## config.mk

```make
export PLATFORM = sky130hd
export DESIGN_NAME = tlb_op_unit
export DESIGN_NICKNAME = d
export VERILOG_FILES = /design/src/rtl/tlb_op_unit.sv
export SDC_FILE = /design/constraint.sdc
export NUM_CORES = 1
export LEC_CHECK = 0
export CAP_MARGIN = 40
export CORE_AREA = 2 2 225 227
export CTS_BUF_LIST = sky130_fd_sc_hd__clkbuf_8
export DETAILED_ROUTE_END_ITERATION = 6
export DIE_AREA = 0 0 227 229
export SLEW_MARGIN = 10
export SYNTH_ARGS = -nofsm -noshare
export SYNTH_HDL_FRONTEND = slang
export SYNTH_SLANG_ARGS = --single-unit
```

## constraint.sdc

```tcl
create_clock -name clk -period 4.85 [get_ports clk]
set_clock_uncertainty 0.1 [all_clocks]
set_input_delay 0.7275 -clock clk [delete_from_list [all_inputs] [get_ports clk]]
set_output_delay 0.7275 -clock clk [all_outputs]
set_load 0.005 [all_outputs]
```

## src/rtl/tlb_op_unit.sv

```systemverilog
// tlb_op_unit: sequences TLBSRCH/RD/WR/FILL/INVTLB onto the TLB array ports and returns CSR write-back data with a done pulse.
module tlb_op_unit #(
  parameter int TLBNUM = 16,
  localparam int IW = $clog2(TLBNUM)
) (
  input  logic          clk,
  input  logic          reset,
  input  logic          op_valid,
  output logic          op_ready,
  input  logic [2:0]    op_type,
  input  logic [4:0]    inv_op,
  input  logic [9:0]    inv_asid,
  input  logic [31:0]   inv_va,
  input  logic          flush,
  input  logic [31:0]   csr_tlbidx,
  input  logic [31:0]   csr_tlbehi,
  input  logic [31:0]   csr_tlbelo0,
  input  logic [31:0]   csr_tlbelo1,
  input  logic [9:0]    csr_asid,
  input  logic [5:0]    csr_ecode,
  output logic          tlbu_s_active,
  output logic [18:0]   tlb_s0_vppn,
  output logic          tlb_s0_va_bit12,
  output logic [9:0]    tlb_s0_asid,
  input  logic          tlb_s0_found,
  input  logic [IW-1:0] tlb_s0_index,
  output logic          tlb_we,
  output logic [IW-1:0] tlb_w_index,
  output logic          tlb_w_e,
  output logic [18:0]   tlb_w_vppn,
  output logic [5:0]    tlb_w_ps,
  output logic [9:0]    tlb_w_asid,
  output logic          tlb_w_g,
  output logic [19:0]   tlb_w_ppn0,
  output logic [1:0]    tlb_w_plv0,
  output logic [1:0]    tlb_w_mat0,
  output logic          tlb_w_d0,
  output logic          tlb_w_v0,
  output logic [19:0]   tlb_w_ppn1,
  output logic [1:0]    tlb_w_plv1,
  output logic [1:0]    tlb_w_mat1,
  output logic          tlb_w_d1,
  output logic          tlb_w_v1,
  output logic [IW-1:0] tlb_r_index,
  input  logic          tlb_r_e,
  input  logic [18:0]   tlb_r_vppn,
  input  logic [5:0]    tlb_r_ps,
  input  logic [9:0]    tlb_r_asid,
  input  logic          tlb_r_g,
  input  logic [19:0]   tlb_r_ppn0,
  input  logic [1:0]    tlb_r_plv0,
  input  logic [1:0]    tlb_r_mat0,
  input  logic          tlb_r_d0,
  input  logic          tlb_r_v0,
  input  logic [19:0]   tlb_r_ppn1,
  input  logic [1:0]    tlb_r_plv1,
  input  logic [1:0]    tlb_r_mat1,
  input  logic          tlb_r_d1,
  input  logic          tlb_r_v1,
  output logic          invtlb_valid,
  output logic [4:0]    invtlb_op,
  output logic          done,
  output logic          inv_err,
  output logic          wb_idx_we,
  output logic          wb_ehi_we,
  output logic          wb_elo_we,
  output logic          wb_asid_we,
  output logic [31:0]   wb_tlbidx,
  output logic [31:0]   wb_tlbehi,
  output logic [31:0]   wb_tlbelo0,
  output logic [31:0]   wb_tlbelo1,
  output logic [9:0]    wb_asid
);
  typedef enum logic [1:0] {IDLE, EXEC, RESP} state_t;
  state_t r_state, w_next;
  logic [2:0] r_op;
  logic [4:0] r_inv_op;
  logic [9:0] r_inv_asid;
  logic [18:0] r_inv_vppn;
  logic [IW-1:0] r_fill_ptr, r_index;
  logic r_found, r_e, r_g;
  logic [18:0] r_vppn;
  logic [5:0] r_ps;
  logic [9:0] r_asid;
  logic [25:0] r_lo0, r_lo1;
  logic w_accept, w_exec, w_resp, w_srch, w_rd, w_wr, w_fill, w_inv, w_inv_ok;
  logic w_inv_go, w_s_srch, w_wsel, w_fill_commit;
  logic [31:0] w_srch_idx, w_rd_idx;
  logic w_unused;
  assign w_accept = op_valid & op_ready;
  assign w_exec = r_state == EXEC;
  assign w_resp = r_state == RESP;
  assign w_srch = r_op == 3'd0;
  assign w_rd = r_op == 3'd1;
  assign w_wr = r_op == 3'd2;
  assign w_fill = r_op == 3'd3;
  assign w_inv = r_op == 3'd4;
  assign w_inv_ok = r_inv_op <= 5'd6;
  assign w_inv_go = w_exec & w_inv & w_inv_ok;
  assign w_s_srch = w_exec & w_srch;
  assign w_wsel = w_exec & (w_wr | w_fill);
  assign w_fill_commit = w_exec & w_fill & !flush;
  always_comb begin
    w_next = (r_state == IDLE) ? (w_accept ? EXEC : IDLE) :
             (r_state == EXEC) ? (flush ? IDLE : RESP) : IDLE;
  end
  always_ff @(posedge clk or posedge reset) begin
    if (reset) begin
      r_state <= IDLE;
      r_op <= '0;
      r_inv_op <= '0;
      r_inv_asid <= '0;
      r_inv_vppn <= '0;
      r_fill_ptr <= '0;
      r_found <= 1'b0;
      r_index <= '0;
      r_e <= 1'b0;
      r_g <= 1'b0;
      r_vppn <= '0;
      r_ps <= '0;
      r_asid <= '0;
      r_lo0 <= '0;
      r_lo1 <= '0;
    end else begin
      r_state <= w_next;
      if (w_accept) begin
        r_op <= op_type;
        r_inv_op <= inv_op;
        r_inv_asid <= inv_asid;
        r_inv_vppn <= inv_va[31:13];
      end
      if (w_exec) begin
        r_found <= tlb_s0_found;
        r_index <= tlb_s0_index;
        r_e <= tlb_r_e;
        r_g <= tlb_r_g;
        r_vppn <= tlb_r_vppn;
        r_ps <= tlb_r_ps;
        r_asid <= tlb_r_asid;
        r_lo0 <= {tlb_r_ppn0, tlb_r_mat0, tlb_r_plv0, tlb_r_d0, tlb_r_v0};
        r_lo1 <= {tlb_r_ppn1, tlb_r_mat1, tlb_r_plv1, tlb_r_d1, tlb_r_v1};
      end
      if (w_fill_commit)
        r_fill_ptr <= (r_fill_ptr == IW'(TLBNUM - 1)) ? '0 : r_fill_ptr + 1'b1;
    end
  end
  assign op_ready = (r_state == IDLE) & !flush & !reset;
  assign tlbu_s_active = w_s_srch | w_inv_go;
  assign tlb_s0_vppn = w_s_srch ? csr_tlbehi[31:13] : w_inv_go ? r_inv_vppn : '0;
  assign tlb_s0_asid = w_s_srch ? csr_asid : w_inv_go ? r_inv_asid : '0;
  assign tlb_s0_va_bit12 = 1'b0;
  assign tlb_r_index = (w_exec & w_rd) ? csr_tlbidx[IW-1:0] : '0;
  // Write fields are presented for the whole EXEC cycle; only the strobe honours flush.
  assign tlb_we = w_wsel & !flush;
  assign tlb_w_index = w_wsel ? (w_fill ? r_fill_ptr : csr_tlbidx[IW-1:0]) : '0;
  assign tlb_w_e = w_wsel & ((csr_ecode == 6'h3F) | ~csr_tlbidx[31]);
  assign tlb_w_vppn = w_wsel ? csr_tlbehi[31:13] : '0;
  assign tlb_w_ps = w_wsel ? csr_tlbidx[29:24] : '0;
  assign tlb_w_asid = w_wsel ? csr_asid : '0;
  assign tlb_w_g = w_wsel & csr_tlbelo0[6] & csr_tlbelo1[6];
  assign tlb_w_ppn0 = w_wsel ? csr_tlbelo0[27:8] : '0;
  assign tlb_w_plv0 = w_wsel ? csr_tlbelo0[3:2] : '0;
  assign tlb_w_mat0 = w_wsel ? csr_tlbelo0[5:4] : '0;
  assign tlb_w_d0 = w_wsel & csr_tlbelo0[1];
  assign tlb_w_v0 = w_wsel & csr_tlbelo0[0];
  assign tlb_w_ppn1 = w_wsel ? csr_tlbelo1[27:8] : '0;
  assign tlb_w_plv1 = w_wsel ? csr_tlbelo1[3:2] : '0;
  assign tlb_w_mat1 = w_wsel ? csr_tlbelo1[5:4] : '0;
  assign tlb_w_d1 = w_wsel & csr_tlbelo1[1];
  assign tlb_w_v1 = w_wsel & csr_tlbelo1[0];
  assign invtlb_valid = w_inv_go & !flush;
  assign invtlb_op = w_inv_go ? r_inv_op : '0;
  assign done = w_resp & !flush;
  assign inv_err = done & w_inv & !w_inv_ok;
  assign wb_idx_we = done & (w_srch | w_rd);
  assign wb_ehi_we = done & w_rd;
  assign wb_elo_we = done & w_rd;
  assign wb_asid_we = done & w_rd;
  assign w_srch_idx = {~r_found, csr_tlbidx[30:IW], r_found ? r_index : csr_tlbidx[IW-1:0]};
  assign w_rd_idx = {~r_e, csr_tlbidx[30], r_e ? r_ps : 6'd0, csr_tlbidx[23:0]};
  assign wb_tlbidx = wb_idx_we ? (w_rd ? w_rd_idx : w_srch_idx) : '0;
  assign wb_tlbehi = (wb_ehi_we & r_e) ? {r_vppn, 13'd0} : '0;
  assign wb_tlbelo0 = (wb_elo_we & r_e) ? {4'd0, r_lo0[25:6], 1'b0, r_g, r_lo0[5:0]} : '0;
  assign wb_tlbelo1 = (wb_elo_we & r_e) ? {4'd0, r_lo1[25:6], 1'b0, r_g, r_lo1[5:0]} : '0;
  assign wb_asid = (wb_asid_we & r_e) ? r_asid : '0;
  assign w_unused = ^{csr_tlbehi[12:0], inv_va[12:0], csr_tlbelo0[31:28], csr_tlbelo0[7],
                      csr_tlbelo1[31:28], csr_tlbelo1[7]};
endmodule

```

# ---- Yosys cells after proc, flatten, opt, wreduce, memory -nomap -nowiden
# Cells that the tools add are included.
dict set report classes {
  addsub 1
  magnitude_cmp 1
  n_eq_ne 8
  n_mux 30
  bitwise_logic 32
  reduce_logical 5
}
# op n
set op_table {}
lappend op_table {{$mux W32} 3}
lappend op_table {{$mux W19} 3}
lappend op_table {{$mux W28} 2}
lappend op_table {{$mux W10} 4}
lappend op_table {{$mux W20} 2}
lappend op_table {{$and A1 B1 Y1} 25}
lappend op_table {{$mux W4} 5}
lappend op_table {{$mux W2} 7}
lappend op_table {{$mux W6} 2}
lappend op_table {{$eq A3 B2 Y1 const B} 2}
lappend op_table {{$eq A6 B6 Y1 const B} 1}
lappend op_table {{$le A5 B3 Y1 const B} 1}
lappend op_table {{$mux W5} 1}
lappend op_table {{$add A4 B1 Y4 const B} 1}
lappend op_table {{$eq A4 B4 Y1 const B} 1}
lappend op_table {{$or A1 B1 Y1} 4}
lappend op_table {{$eq A3 B1 Y1 const B} 1}
lappend op_table {{$eq A3 B3 Y1 const B} 1}
lappend op_table {{$logic_not A1 Y1} 3}
lappend op_table {{$logic_not A3 Y1} 1}
lappend op_table {{$not A1 Y1} 3}
lappend op_table {{$eq A2 B1 Y1 const B} 1}
lappend op_table {{$eq A2 B2 Y1 const B} 1}
lappend op_table {{$logic_not A2 Y1} 1}
lappend op_table {{$mux W1} 1}
dict set report word_totals {
  register_bits 137
  inputBits 292
  output_inout_bits 280
}

# ---- Depth between registers and ports, before layout
# Gate-level depths: netlist (run 1).
dict set report depth {
  word_depth 6
  ltp_mapped 7
  depth_no_buf 4
}

# ---- Least setup slack after synthesis (run 1)
# OpenSTA, ideal clock, no wires.
dict set report synth_path {
  kind {input port to output port}
  from {input port flush}
  to {output port wb_tlbelo1[6]}
  arrival_time_ps 1886
  path_slack_ps 2136
  cell_stages 7
  path_buffers 3
  path_cell_list {or3b_1 inv_1 and3_1 buf_6 buf_6 and2_1 buf_4}
}
dict set report synth_between {
  elab_chain_len 5
}
# element line
set synth_rtl {}
lappend synth_rtl {{from (decl)} 14} ;# input logic flush,
lappend synth_rtl {{$logic_not A1 Y1} 173} ;# assign done = w_resp & !flush;
lappend synth_rtl {{$and A1 B1 Y1} 173}
lappend synth_rtl {{named net done} 62} ;# output logic done,
lappend synth_rtl {{$and A1 B1 Y1} 177} ;# assign wb_elo_we = done & w_rd;
lappend synth_rtl {{$and A1 B1 Y1} 184} ;# assign wb_tlbelo1 = (wb_elo_we & r_e) ? {4'd0, r_lo1[25:6], 1'b0, r_g, r_lo1[5:0]} : '0;
lappend synth_rtl {{$mux W28} 184}
lappend synth_rtl {{to (decl)} 71} ;# output logic [31:0] wb_tlbelo1,
# The timed path passes the listed nets, and every way through them passes these cells.

# ---- Worst setup path after layout (run 1)
dict set report layout_path {
  from {input port flush}
  to {output port wb_tlbelo0[14]}
}
dict set report layout_between {
  elab_chain_len 5
}
# element line
set layout_rtl {}
lappend layout_rtl {{$logic_not A1 Y1} 173}
lappend layout_rtl {{$and A1 B1 Y1} 173}
lappend layout_rtl {{$and A1 B1 Y1} 177}
lappend layout_rtl {{$and A1 B1 Y1} 183} ;# assign wb_tlbelo0 = (wb_elo_we & r_e) ? {4'd0, r_lo0[25:6], 1'b0, r_g, r_lo0[5:0]} : '0;
lappend layout_rtl {{$mux W28} 183}
lappend layout_rtl {{to (decl)} 70} ;# output logic [31:0] wb_tlbelo0,
# No other way between the ends.

==> results by group, run 1 <==
Global route
  – Initial antenna violation count: 14
  – Vias in the first global route: 7905
  – First-pass GRT wire length: between 50000 and 60000 µm
  – Tot GR Track Use: roughly 15%
  – Pin count of the biggest net entering global routing: 89
  – Total gr overflow: 0

Yosys
  – Cells after synthesis: 854
  – Synth warnings: 0
  – Sequential fraction of the synthesis area: 45.8%
  – Area contributors post-synth: dfrtp_1 46%, and2_1 16%, nand2_1 14%, mux2_2 5.4%, a22o_1 3.4%
  – Synthesized cell area: around 7500 µm²
  – Cell taking the most area after synthesis: dfrtp_1
  – Library cells used by synthesis: 42
  – Yosys reg bits: 137
  – Mean Syn Cell Area: slightly below 9 µm²
  – Post-synth top area share: 45.8%

Routing
  – Antenna-violating nets left: 0
  – Vias: around 7700
  – # DRC: 0
  – Avg WL per Cell: between 15 and 20 µm
  – Vias per cell: roughly 3.8
  – Final Routed Wirelength: 39700 µm
  – Initial drt markers: between 200 and 300
  – DR pass1 iterations: 6

Clock network
  – Cts hold-fix bufs: 0
  – H-tree depth: 4
  – Post_cts resized: 0
  – CTS clock-pin slew for the worst setup and hold paths: roughly 0.090 ns
  – Worst-Skew Late Latency: approximately 0.54 ns
  – CTS tree: yes
  – Sink Count: about 140
  – Setup bufs post-CTS: 0
  – CTS Root Cell: clkbuf_8
  – Longest Clk Path Bufs: 2
  – Num CTS Buffers: 17

Status
  – Status: complete, no violations

STA
  – Slew headroom: a little over two fifths
  – PnR worst setup slack: about 0.53 ns
  – Final max-slew violation count: 0
  – Fmax: between 0.2 and 0.25 GHz
  – Worst-margin pin slew: 0.867 ns
  – Final hold violation count: 0
  – Final setup TNS: 0 ns
  – Fin crit share: about nine tenths
  – RSZ-0062 raised after global routing: false
  – Final setup violation count: 0
  – Tmin final: 4.32 ns

Final layout
  – Most frequent cells in the layout: 509 x clkdlybuf4s50_1, 286 x nand2_1, 193 x and2_1, 137 x dfrtp_1, 36 x mux2_2
  – Commonest non-fill, non-tap cell in the layout: clkdlybuf4s50_1
  – Area growth syn-to-layout: 81.4%
  – # nets final: about 1600
  – FF/Latch Area: ~3400 µm²
  – Share of cells above drive strength 1: 7.20%
  – Filler cell count: 5416
  – Area of the multi-input gates: around 3600 µm²

Power
  – Net switching power: slightly below 1 mW
  – Flop pwr share: ~47%
  – Combinational group share of total power: around a fifth
  – Net Sw Frac: around 30%
  – Tot Pwr: roughly 3.3 mW
  – Power per cell area: about 240 nW/µm²
  – Int Power: 2.29 mW
  – Clock Power Share: between 30 and 40%
  – Leakage: between 5 and 6 nW
  – Worst vdd ir: 0.166 mV

Place
  – Pre-CTS WS: 0.533 ns
  – Gpl congestion: between 0.8 and 0.9
  – DP HPWL: around 31000 µm
  – Port bufs: just over 500

Floorplan
  – Rows: 82
  – Initial Util: approximately 15%
  – Top-level I/O count: 572
  – Die Footprint: roughly 52000 µm²
  – Die Ht: between 200 and 250 µm
  – Core Area: between 40000 and 50000 µm²
  – Die Width: between 200 and 250 µm

Setup path
  – Critical Path Sink Type: output pin
  – Critical path arrival: roughly 3.5 ns
  – Setup CP Type: input port to output pin
  – Element type at the critical path start: input port
  – Data required, critical path: roughly 4 ns
  – Max Fanout on Critical Path: 25

Flow run
  – Maxcap violations: 0

Worst hold path
  – Hold WC Path Type: flip-flop to flip-flop
[cells in the mapped netlist (all sizes together)]
library cell  number
nand2            287
and2             193
dfrtp            137
buf               62
mux2              39
a22o              29
clkbuf            26
a21oi             12
nand3             12
nor2               9
and3               6
inv                5
o21ai              5
mux2i              4
nor3b              3
and4               2
nand2b             2
nand3b             2
nor2b              2
nor4               2
or3b               2
a211oi             1
a311oi             1
a31oi              1
clkinv             1
conb               1
ha                 1
nand4b             1
nand4bb            1
o2bb2ai            1
or2                1
or3                1
or4                1
xnor2              1
[critical path: stages]
cell	delay (ns)
clkdlybuf4s50_1	0.58
or3b_1	0.48
inv_1	0.17
and3_2	0.55
buf_4	0.29
and2_1	0.15
clkdlybuf4s50_1	0.52
[state kept, by name, indices dropped and copies added, names as in the netlist]
register / cells
r_g: 1
r_index: 4
r_op: 3
r_state: 2
r_inv_asid: 10
r_asid: 10
r_fill_ptr: 4
r_vppn: 19
r_lo0: 26
r_ps: 6
r_found: 1
r_lo1: 26
r_inv_op: 5
r_inv_vppn: 19
r_e: 1
[final timing paths]
| kind | startpoint | to | slack (ns) | cells after the start |
|---|---|---|---|---|
| max | flush | wb_tlbelo0[14] | 0.53 | 7 |
| min | r_vppn[9] | r_vppn[9] | 0.37 | 2 |
| max in group asynchronous | reset | r_inv_op[0] | 3.06 | 4 |
| min in group asynchronous | reset | r_op[2] | 0.44 | 2 |
| min reg2reg | r_vppn[9] | r_vppn[9] | 0.37 | 2 |
| max reg2reg | r_state[1] | r_lo0[17] | 2.76 | 4 |
[power groups by stage]
| stage | logic [mW] | registers (mW) | clock network, mW |
|---|---|---|---|
| 2_1_floorplan | 0.337 | 1.48 | 0 |
| 3_3_place_gp | 0.639 | 1.54 | 0 |
| 3_5_place_dp | 0.657 | 1.55 | 0 |
| 4_1_cts | 0.661 | 1.53 | 1.14 |
| 5_1_grt | 0.722 | 1.56 | 1.18 |
| 6_report | 0.649 | 1.53 | 1.08 |
[area by class of cell]
class,instances,area share (%)
Antenna cell,3,0.0553
Clock buffer,18,1.82
Clock inverter,14,1.34
Inverter,6,0.212
Multi-Input combinational cell,648,26.4
Sequential cell,137,25.2
Tap cell,672,6.19
Timing Repair Buffer,525,38.7
[through the flow]
stage / cell area (µm²) / hold WS, ns / util [%] / instances
2_1_floorplan: 7580 / 0.337 / - / 879
3_3_place_gp: 13100 / 0.350 / 26.3 / 1985
3_5_place_dp: 13100 / 0.354 / 26.5 / 1988
4_1_cts: 13600 / 0.353 / 27.3 / 2020
5_1_grt: 13600 / 0.394 / 27.3 / 2020
6_report: 13600 / 0.371 / 27.4 / 2023
[per-layer routing]
metal | up-vias | global-route usage, % | wire length (µm)
met5 | - | 0 | 120
met4 | 18 | 9.91 | 2420
met3 | 77 | 7.65 | 4410
met2 | 352 | 24.9 | 18700
met1 | 3644 | 14.3 | 14000
li1 | 3604 | - | -
[kinds of logic after synthesis]
group,Yosys count,synth area share (%)
and+or+nand+nor,527,34.6
DFF,137,45.8
buffers and inverters,94,7.87
AOI/OAI and AO/OA,50,4.95
muxes,43,6.40
adders and majority gates,1,0.167
other,1,0.0501
xor gates and xnor gates,1,0.117
No activity file was read; power rests on OpenSTA's default activity.
==> run 2: changes to the inputs <==
ABC_AREA = 1   (was not set)
CTS_CLUSTER_DIAMETER = 200   (was not set)
TNS_END_PERCENT = 30   (was not set)
==> results by group, run 2 <==
Floorplan
  – Die Ht: around 230 µm
  – Rows: 82
  – Initial Util: about 16%
  – Top-level I/O count: between 500 and 600
  – Die Footprint: slightly above 50000 µm²
  – Die Width: between 200 and 250 µm
  – Core Area: just under 50000 µm²

Clock network
  – CTS Root Cell: clkbuf_8
  – H-tree depth: 4
  – Sink Count: between 100 and 150
  – CTS clock-pin slew for the worst setup and hold paths: roughly 0.080 ns
  – Setup bufs post-CTS: 0
  – Worst-Skew Late Latency: between 0.5 and 0.6 ns
  – Post_cts resized: 0
  – Num CTS Buffers: 17
  – CTS tree: yes
  – Cts hold-fix bufs: 0
  – Longest Clk Path Bufs: 2

Routing
  – Vias: roughly 8600
  – DR pass1 iterations: 5
  – # DRC: 0
  – Vias per cell: approximately 3.7
  – Initial drt markers: between 400 and 500
  – Antenna-violating nets left: 0
  – Final Routed Wirelength: ~32000 µm
  – Avg WL per Cell: about 14 µm

Final layout
  – Area growth syn-to-layout: 79.9%
  – Top Registers: r_lo0: 26 flops, r_lo1: 26 flops
  – Inserted Diodes: 0
  – # nets final: 1913
  – Share of cells above drive strength 1: roughly 4.3%
  – Most frequent cells in the layout: 509 x clkdlybuf4s50_1, 295 x nand2_1, 209 x inv_1, 196 x nor2_1, 137 x dfrtp_1
  – Layout Cells excl Fill: 2305
  – Filler cell count: about 5400
  – Commonest non-fill, non-tap cell in the layout: clkdlybuf4s50_1

Place
  – Gpl congestion: roughly 0.88
  – Port bufs: between 500 and 600
  – Dpl cells: about 2300
  – DP HPWL: about 25000 µm

STA
  – Fmax: about 0.25 GHz
  – Slew headroom: between 40% and 50%
  – RSZ-0062 raised after global routing: false
  – Final max-slew violation count: 0
  – Fin crit share: 81.2%
  – Tmin final: a little under 4 ns
  – Worst-margin pin slew: 0.829 ns
  – Final setup violation count: 0
  – Final setup TNS: 0 ns
  – Final hold violation count: 0

Setup path
  – Element type at the critical path start: input port
  – Max Fanout on Critical Path: 70
  – Setup CP Type: input port to output pin
  – FF-to-FF path depth: 7
  – Reg2reg setup slack: ~2.3 ns
  – Critical Path Sink Type: output pin
  – RR Endpoint: r_lo1[13]
  – Reg-to-Reg Start: r_state[1]
  – Data required, critical path: between 4 and 5 ns
  – Critical path arrival: about 3.1 ns

Yosys
  – Synthesized cell area: between 7000 and 8000 µm²
  – Count leader, synth: nand2_1
  – Predominant post-synthesis flop cell: dfrtp_1
  – Library cells used by synthesis: 22
  – Synth warnings: 0
  – Top post-synthesis cells by count: 295 x nand2_1, 211 x inv_1, 197 x nor2_1
  – Yosys reg bits: 137
  – Post-synth EDFFs: 0
  – Post-synth top area share: 44.4%
  – Cells after synthesis: 1147
  – Cell taking the most area after synthesis: dfrtp_1
  – Mean Syn Cell Area: 6.73 µm²
  – Sequential fraction of the synthesis area: between 40 and 50%
  – Area contributors post-synth: dfrtp_1 44%, nand2_1 14%, inv_1 10%, nor2_1 9.6%, o21ai_0 6.0%
  – Ys async rst share: 100%

Global route
  – Vias in the first global route: 8253
  – Initial antenna violation count: 0
  – Tot GR Track Use: 11.9%
  – Pin count of the biggest net entering global routing: 89
  – First-pass GRT wire length: ~47000 µm
  – Total gr overflow: 0

Power
  – Worst vdd ir: between 0.1 and 0.15 mV
  – Leakage: roughly 6.4 nW
  – Power per cell area: approximately 240 nW/µm²

Worst hold path
  – Hold Crit Depth: 2
  – Hold WC Path Type: flip-flop to flip-flop
  – Hold EP: r_index[0]
  – Hold path start: r_index[0]

Status
  – Status: complete, no violations

Flow run
  – Maxcap violations: 0
==> run 2: how the worst max path moves through the flow <==
| stage | startpoint | end | cells past startpoint |
|---|---|---|---|
| 2_1_floorplan | reset | r_asid[0] | 1 |
| 6_report | flush | wb_tlbelo0[4] | 9 |
| 4_1_cts | r_op[1] | invtlb_op[1] | 8 |
| 5_1_grt | r_op[1] | invtlb_op[1] | 8 |
| 3_5_place_dp | flush | wb_tlbelo0[4] | 9 |
| 3_3_place_gp | flush | wb_tlbelo0[12] | 8 |
==> run 2: cells by family after synthesis <==
| family | after synthesis | share of synthesized area, % |
|---|---|---|
| buffers and inverters | 311 | 17.2 |
| AND/OR/NAND/NOR | 588 | 31.0 |
| flip-flops | 137 | 44.4 |
| XOR/XNOR | 1 | 0.113 |
| other | 1 | 0.0486 |
| AO/OA/AOI/OAI | 108 | 7.00 |
| adder cells (fa/ha/maj) | 1 | 0.162 |
==> run 2: worst max-delay path, stage by stage <==
cell,delay (ns)
clkdlybuf4s50_1,0.49
nor2_2,0.17
nand2_1,0.19
nor2_2,0.22
nand2_4,0.08
buf_4,0.21
buf_16,0.20
nor2_1,0.17
clkdlybuf4s50_1,0.57
==> run 2: per-layer routing <==
metal	GRT usage [%]	wire length, µm
met1	13.8	13200
met2	20.7	16000
met3	3.22	2060
met4	5.07	677
met5	0	0
==> run 2: power breakdown <==
group / leakage (nW) / switching (mW) / internal (mW)
logic: 4.50 / 0.408 / 0.360
clock network: 0.217 / 0.504 / 0.575
registers: 1.70 / 0.101 / 1.37
total: 6.42 / 1.01 / 2.30
==> run 2: layout make-up <==
| cell class | count | area [µm²] | share of cell area (%) |
|---|---|---|---|
| multi-input combinational | 724 | 3060 | 22.1 |
| clock inverter | 10 | 140 | 1.01 |
| inverter | 214 | 813 | 5.86 |
| clock buffer | 22 | 303 | 2.18 |
| timing repair buffer | 526 | 5300 | 38.2 |
| sequential | 137 | 3430 | 24.7 |
| tap | 672 | 841 | 6.05 |
==> run 2: per-stage QoR <==
stage	total power, mW	utilization (%)	hold WS [ns]	worst slack (ns)	cell area (µm²)
after floorplan	1.86	-	0.349	0.355	7820
after global placement	2.24	26.9	0.365	0.889	13400
after detailed placement	2.26	27.1	0.370	0.942	13400
after CTS	3.40	28.0	0.389	0.751	13900
after global routing	3.54	28.0	0.411	0.644	13900
final	3.31	28.0	0.389	0.913	13900
